File: config.mk
export PLATFORM = sky130hd
export DESIGN_NAME = key_entry_flat
export DESIGN_NICKNAME = d
export VERILOG_FILES = /design/src/rtl/calc_pkg.sv /design/src/rtl/key_entry_if.sv /design/src/rtl/key_entry_dec_acc.sv /design/src/rtl/key_entry.sv /design/src/flat_wrapper.sv
export SDC_FILE = /design/constraint.sdc
export NUM_CORES = 1
export LEC_CHECK = 0
export CAP_MARGIN = 20
export CORE_MARGIN = 4
export CORE_UTILIZATION = 51
export CTS_BUF_LIST = sky130_fd_sc_hd__clkbuf_4
export DETAILED_ROUTE_END_ITERATION = 12
export PLACE_DENSITY = 0.87
export SLEW_MARGIN = 20
export SYNTH_ARGS = -nofsm -noshare
export SYNTH_HDL_FRONTEND = slang
export SYNTH_SLANG_ARGS = --single-unit
File: constraint.sdc
create_clock -name clk -period 3.1 [get_ports clk]
set_clock_uncertainty 0.1 [all_clocks]
set_input_delay 0.465 -clock clk [delete_from_list [all_inputs] [get_ports clk]]
set_output_delay 0.465 -clock clk [all_outputs]
set_load 0.02 [all_outputs]
File: src/rtl/calc_pkg.sv
// Shared key codes, op encoding and FSM state type for the calculator key entry.
package calc_pkg;

    localparam logic [3:0] KEY_ADD = 4'd10;
    localparam logic [3:0] KEY_SUB = 4'd11;
    localparam logic [3:0] KEY_MUL = 4'd12;
    localparam logic [3:0] KEY_DIV = 4'd13;
    localparam logic [3:0] KEY_EQ  = 4'd14;
    localparam logic [3:0] KEY_CLR = 4'd15;

    localparam logic [1:0] OP_ADD = 2'd0;
    localparam logic [1:0] OP_SUB = 2'd1;
    localparam logic [1:0] OP_MUL = 2'd2;
    localparam logic [1:0] OP_DIV = 2'd3;

    typedef logic [1:0] state_t;
    localparam state_t ENTRY_A = 2'd0;
    localparam state_t ENTRY_B = 2'd1;
    localparam state_t EXEC    = 2'd2;
    localparam state_t SHOW    = 2'd3;

    typedef enum logic [1:0] {
        K_DIG,
        K_OP,
        K_EQ,
        K_CLR
    } key_cls_t;

    function automatic key_cls_t key_cls(input logic [3:0] k);
        key_cls_t c;
        if (k < KEY_ADD)       c = K_DIG;
        else if (k == KEY_EQ)  c = K_EQ;
        else if (k == KEY_CLR) c = K_CLR;
        else                   c = K_OP;
        return c;
    endfunction

    function automatic logic [1:0] key_op(input logic [3:0] k);
        logic [1:0] o;
        case (k)
            KEY_SUB: o = OP_SUB;
            KEY_MUL: o = OP_MUL;
            KEY_DIV: o = OP_DIV;
            default: o = OP_ADD;
        endcase
        return o;
    endfunction

endpackage

File: src/rtl/key_entry_if.sv
// Keypad and ALU-side handshake bundle of the key entry controller.
interface key_entry_if #(parameter int N = 8);

    logic         key_valid;
    logic [3:0]   key_code;
    logic         key_ready;
    logic         alu_done;
    logic [N-1:0] result;
    logic [N-1:0] operand;
    logic         ld0;
    logic         ld1;
    logic [1:0]   op;
    logic         go;
    logic         busy;

    modport master (
        output key_valid, key_code, alu_done, result,
        input  key_ready, operand, ld0, ld1, op, go, busy
    );

    modport slave (
        input  key_valid, key_code, alu_done, result,
        output key_ready, operand, ld0, ld1, op, go, busy
    );

endinterface

File: src/rtl/key_entry_dec_acc.sv
// Decimal digit accumulate with overflow detect.
// KEY_ENTRY_SAT_EN: saturate on overflow; otherwise the digit is discarded.
module dec_acc #(
    parameter int N = 8
) (
    input  logic [N-1:0] acc,
    input  logic [3:0]   digit,
    output logic [N-1:0] next_acc,
    output logic         ovf
);

    localparam int W = N + 4;

    logic [W-1:0] wide;

    // acc*10+9 < 16*2^N, so N+4 bits never wrap
    always_comb begin
        wide = {4'b0, acc} * W'(10) + W'(digit);
        ovf  = |wide[W-1:N];
`ifdef KEY_ENTRY_SAT_EN
        next_acc = ovf ? '1 : wide[N-1:0];
`else
        next_acc = ovf ? acc : wide[N-1:0];
`endif
    end

endmodule

File: src/rtl/key_entry.sv
// Calculator key entry FSM: builds operands from digits and sequences the ALU.
// Build option KEY_ENTRY_SAT_EN selects saturating digit entry.
module key_entry
    import calc_pkg::*;
#(
    parameter int N = 8
) (
    input logic       clk,
    input logic       rst,
    key_entry_if.slave bus
);

    state_t       state, state_n;
    logic [N-1:0] acc, acc_n;
    logic [N-1:0] operand_q, operand_n;
    logic [1:0]   op_q, op_n;
    logic         has_dig, has_dig_n;
    logic         ld0_q, ld0_n;
    logic         ld1_q, ld1_n;
    logic         go_q;
    logic         ready_q;
    logic         busy_q;

    logic         accept;
    key_cls_t     cls;
    logic [N-1:0] acc_dig;
    logic         ovf;

    dec_acc #(.N(N)) u_dec_acc (
        .acc      (acc),
        .digit    (bus.key_code),
        .next_acc (acc_dig),
        .ovf      (ovf)
    );

    assign accept = bus.key_valid && ready_q;
    assign cls    = key_cls(bus.key_code);

    always_comb begin
        state_n   = state;
        acc_n     = acc;
        operand_n = operand_q;
        op_n      = op_q;
        has_dig_n = has_dig;
        ld0_n     = 1'b0;
        ld1_n     = 1'b0;
        unique case (state)
            ENTRY_A: begin
                if (accept) begin
                    unique case (1'b1)
                        (cls == K_DIG): acc_n = acc_dig;
                        (cls == K_OP): begin
                            operand_n = acc;
                            ld0_n     = 1'b1;
                            op_n      = key_op(bus.key_code);
                            acc_n     = '0;
                            has_dig_n = 1'b0;
                            state_n   = ENTRY_B;
                        end
                        (cls == K_EQ): ;
                        (cls == K_CLR): begin
                            acc_n = '0;
                            op_n  = OP_ADD;
                        end
                    endcase
                end
            end
            ENTRY_B: begin
                if (accept) begin
                    unique case (1'b1)
                        (cls == K_DIG): begin
                            acc_n     = acc_dig;
                            has_dig_n = 1'b1;
                        end
                        (cls == K_OP): begin
                            if (!has_dig) op_n = key_op(bus.key_code);
                        end
                        (cls == K_EQ): begin
                            operand_n = acc;
                            ld1_n     = 1'b1;
                            state_n   = EXEC;
                        end
                        (cls == K_CLR): begin
                            acc_n   = '0;
                            op_n    = OP_ADD;
                            state_n = ENTRY_A;
                        end
                    endcase
                end
            end
            EXEC: begin
                if (bus.alu_done) begin
                    acc_n   = bus.result;
                    state_n = SHOW;
                end
            end
            SHOW: begin
                if (accept) begin
                    unique case (1'b1)
                        (cls == K_DIG): begin
                            acc_n   = N'(bus.key_code);
                            state_n = ENTRY_A;
                        end
                        (cls == K_OP): begin
                            operand_n = acc;
                            ld0_n     = 1'b1;
                            op_n      = key_op(bus.key_code);
                            acc_n     = '0;
                            has_dig_n = 1'b0;
                            state_n   = ENTRY_B;
                        end
                        (cls == K_EQ): ;
                        (cls == K_CLR): begin
                            acc_n   = '0;
                            op_n    = OP_ADD;
                            state_n = ENTRY_A;
                        end
                    endcase
                end
            end
        endcase
    end

    // ready/busy are registered from the next state so they line up with it
    always_ff @(posedge clk) begin
        if (rst) begin
            state     <= ENTRY_A;
            acc       <= '0;
            operand_q <= '0;
            op_q      <= OP_ADD;
            has_dig   <= 1'b0;
            ld0_q     <= 1'b0;
            ld1_q     <= 1'b0;
            go_q      <= 1'b0;
            ready_q   <= 1'b1;
            busy_q    <= 1'b0;
        end else begin
            state     <= state_n;
            acc       <= acc_n;
            operand_q <= operand_n;
            op_q      <= op_n;
            has_dig   <= has_dig_n;
            ld0_q     <= ld0_n;
            ld1_q     <= ld1_n;
            go_q      <= ld1_q;
            ready_q   <= (state_n != EXEC);
            busy_q    <= (state_n == EXEC);
        end
    end

    assign bus.key_ready = ready_q;
    assign bus.busy      = busy_q;
    assign bus.operand   = operand_q;
    assign bus.op        = op_q;
    assign bus.ld0       = ld0_q;
    assign bus.ld1       = ld1_q;
    assign bus.go        = go_q;

endmodule
File: src/flat_wrapper.sv
// flat-port wrapper written by rule: the top's interface ports become plain ports
module key_entry_flat import calc_pkg::*;
#(
    parameter int N = 8
)
  (clk, rst, bus_key_valid, bus_key_code, bus_alu_done, bus_result, bus_key_ready, bus_operand, bus_ld0, bus_ld1, bus_op, bus_go, bus_busy);
  key_entry_if #(.N(N)) bus_i ();
  input logic clk;
  input logic rst;
  input wire logic [$bits(bus_i.key_valid)-1:0] bus_key_valid;
  input wire logic [$bits(bus_i.key_code)-1:0] bus_key_code;
  input wire logic [$bits(bus_i.alu_done)-1:0] bus_alu_done;
  input wire logic [$bits(bus_i.result)-1:0] bus_result;
  output wire logic [$bits(bus_i.key_ready)-1:0] bus_key_ready;
  output wire logic [$bits(bus_i.operand)-1:0] bus_operand;
  output wire logic [$bits(bus_i.ld0)-1:0] bus_ld0;
  output wire logic [$bits(bus_i.ld1)-1:0] bus_ld1;
  output wire logic [$bits(bus_i.op)-1:0] bus_op;
  output wire logic [$bits(bus_i.go)-1:0] bus_go;
  output wire logic [$bits(bus_i.busy)-1:0] bus_busy;
  assign bus_i.key_valid = bus_key_valid;
  assign bus_i.key_code = bus_key_code;
  assign bus_i.alu_done = bus_alu_done;
  assign bus_i.result = bus_result;
  assign bus_key_ready = bus_i.key_ready;
  assign bus_operand = bus_i.operand;
  assign bus_ld0 = bus_i.ld0;
  assign bus_ld1 = bus_i.ld1;
  assign bus_op = bus_i.op;
  assign bus_go = bus_i.go;
  assign bus_busy = bus_i.busy;
  key_entry #(.N(N)) u_core (.clk(clk), .rst(rst), .bus(bus_i));
endmodule
==> results by group <==
Yosys
  • Synth Register Bits: 26
  • Post-synth EDFFs: 0
  • Cell count after synthesis: about 230
  • Synth Area per Inst: around 8.8 sq um
  • Cell area after synthesis: 2060 sq um
  • Leading area contributor after synthesis: dfxtp_1
  • Sequential share of the synthesized area: 0.253
  • Synth async-reset ratio: 0
  • Ys flop type: dfxtp_1
  • Mapped Nets: between 200 and 300
  • Yosys cell types: 54
  • Ys Warns: 0
  • Post-synth top area share: 0.253
  • Top post-synthesis cells by area: dfxtp_1 (25%), ha_1 (12%), mux2i_1 (7.8%), a21oi_1 (4.6%), nor2_1 (4.2%)

Floorplanning
  • Die area: roughly 5100 sq um
  • # rows: 22
  • Die H: a little over 70 um
  • I/O pin total: 31
  • Initial Util: 0.546
  • CORE AREA: around 3800 sq um
  • Width of the die: ~72 um

Place
  • Pre-CTS setup slack: 0.00823 ns
  • Gp weighted congestion: 0.897
  • DP Area: roughly 2500 sq um
  • PortBufs: 30
  • Detail Placement HPWL: around 3.7 mm

Route
  • Via count: 1819
  • WL/cell: 15.3 um
  • Vias per std cell: 5.70
  • Drc violations: 0
  • Starting DRT DRC Count: 157
  • Final wirelength: 4.88 mm
  • Pre-antenna DRT Iters: 4
  • Antenna Nets Post-Route: 0

GRT
  • Initial antenna violation count: 0
  • Number of global-route vias before repair: 1695
  • GRT overflow: 0
  • First-pass GRT wire length: 8.09 mm
  • Tot GR Track Use: 0.196
  • Pin count of the biggest net entering global routing: 25

Worst setup path
  • CP required: between 3 and 4 ns
  • End of the worst register-to-register path: u_core.acc[2]
  • Crit path capture: u_core.acc[2]
  • CP startpoint: u_core.acc[3]
  • Worst EP arrival: 3.08 ns
  • Largest stage delay, worst path: roughly 0.47 ns
  • CP delay by family, top: compound AO/OA/AOI/OAI gates
  • R2r startpoint: u_core.acc[3]
  • Worst-path cell chain: buf_4, ha_1, ha_1, a21oi_1, a21boi_2, o21ai_0, mux2_2, buf_4, o21a_1, o21ai_1, a21oi_1
  • Crit. path cell count: 11
  • Buf/Inv on CP: 2
  • Critical Path Fanout Max: 11
  • R2r worst-path depth: 11
  • CP Launch Type: register
  • Crit path kind: register to register
  • Reg2Reg Setup Slack: approximately 0.14 ns
  • Setup crit end kind: register
  • Critical-path top delay cell: mux2_2

Timing
  • Max-slew violation count: 0
  • Sum Neg Setup Slack: 0 ns
  • Rel. slew slack: 0.635
  • Worst-Margin Slew: 0.546 ns
  • Final clock period utilization by the worst path: 0.956
  • Final hold viol count: 0
  • # setup viols final: 0
  • Setup ws final: between 0.1 and 0.15 ns
  • Fmax achieved: 0.337 GHz
  • Final min period: 2.96 ns

Finish
  • Most common cell after layout, fill and taps aside: clkdlybuf4s50_1
  • Area Overhead vs Synth: 22.6%
  • Post-Layout Inst Area: 2530 sq um
  • Fin nets: 310
  • Final Util: 0.670
  • Ratio of cells with drive above 1 in the final layout: 0.144
  • Most frequent cells in the layout: clkdlybuf4s50_1 (30), dfxtp_1 (26), nor2_1 (23), ha_1 (20), a21oi_1 (18)
  • Antenna cell count: 0

Clocking
  • Post_cts resized: 0
  • Clock sink total: 26
  • Worst-path clk slew: between 0.1 and 0.15 ns
  • TritonCTS clock tree: built
  • CTS Hold Bufs: 0
  • Root buffer cell: clkbuf_4
  • Clock Latency Late Sink: 0.31 ns
  • Setup bufs post-CTS: 0
  • Cts bufs inserted: 3
  • Maximum clock path buffer count: 2
  • Htree depth: 1

Pwr
  • Peak supply drop: between 400 and 500 uV
  • Power per Cell Area: a little over 700 nW/um^2
  • Final Power: 0.00179 W
  • Leakage: around 1.1 nW

Run status
  • Status: finished, final reports clean

Run
  • Max-cap violations: 0

Min path
  • Worst Hold Class: register to register
-- final cells by class --
cell class	count	area [sq um]
sequential	26	520
timing repair buffer	44	405
inverter	8	30.0
clock inverter	1	3.75
multi-input combinational	189	1480
tap	48	60.1
fill	316	1240
clock buffer	3	22.5
-- through the flow --
step | hold WS (ns) | instances
after floorplan | 0.360 | 233
after global placement | 0.351 | 314
after detailed placement | 0.381 | 314
after CTS | 0.401 | 318
after global routing | 0.415 | 319
final | 0.388 | 319
-- report_power, final --
group / internal, W / total, W / switching (W)
Clock: 0.0000471 / 0.000143 / 0.0000959
Sequential: 0.000390 / 0.000436 / 0.0000462
Combinational: 0.000580 / 0.00121 / 0.000635
Total: 0.00102 / 0.00179 / 0.000778
-- sequential cells by signal, indices dropped and copies added (netlist names), 2 cells and up --
| register | cells |
|---|---|
| u_core.acc | 8 |
| u_core.state | 2 |
| u_core.bus.operand | 8 |
| u_core.bus.op | 2 |
-- worst reg2reg max path: stages, from the launching register on --
cell and delay (ns):
dfxtp_1 0.35, buf_4 0.16, ha_1 0.29, ha_1 0.37, a21oi_1 0.23, a21boi_2 0.13
o21ai_0 0.22, mux2_2 0.47, buf_4 0.19, o21a_1 0.18, o21ai_1 0.11, a21oi_1 0.05
-- per-layer routing --
| layer | global-route usage | up-vias | wire, um |
|---|---|---|---|
| li1 | - | 920 | - |
| met1 | 0.298 | 821 | 2380 |
| met2 | 0.285 | 74 | 2140 |
| met3 | 0.0407 | 4 | 317 |
| met4 | 0.0355 | 0 | 39 |
| met5 | 0 | - | 0 |
-- synthesized netlist by cell type, drive strengths merged (3+ instances only) --
library cell	number
and2	3
nand3	6
a22oi	4
a21o	6
nand2	17
and3	3
nor3	3
a21oi	21
inv	8
a22o	3
a221oi	3
xnor2	3
xor2	4
nand2b	4
nor2	23
mux2i	16
clkbuf	7
a211oi	5
ha	20
buf	4
o21ai	12
dfxtp	26
o21a	5
-- cell families (layout without fill, tap and decap cells) --
kind of cell,after synthesis,after routing,share of synthesized area
AOI/OAI and AO/OA,67,68,0.259
xor gates and xnor gates,7,7,0.0298
adders and majority gates,22,22,0.141
buffers and inverters,19,56,0.0370
DFF,26,26,0.253
muxes,17,17,0.0832
and+or+nand+nor,75,75,0.197
-- how the worst min path moves through the flow --
| stage | start | endpoint | slack [ns] | depth (start not counted) |
|---|---|---|---|---|
| 2_1_floorplan | u_core.has_dig | u_core.has_dig | 0.36 | 2 |
| 6_report | u_core.bus.ld1 | u_core.bus.go | 0.39 | 1 |
| 3_3_place_gp | u_core.bus.ld1 | u_core.bus.go | 0.35 | 1 |
| 3_5_place_dp | u_core.bus.ld1 | u_core.bus.go | 0.38 | 1 |
| 5_1_grt | u_core.bus.ld1 | u_core.bus.go | 0.41 | 1 |
| 4_1_cts | u_core.bus.ld1 | u_core.bus.go | 0.40 | 1 |
(Power assumes the default switching activity.)
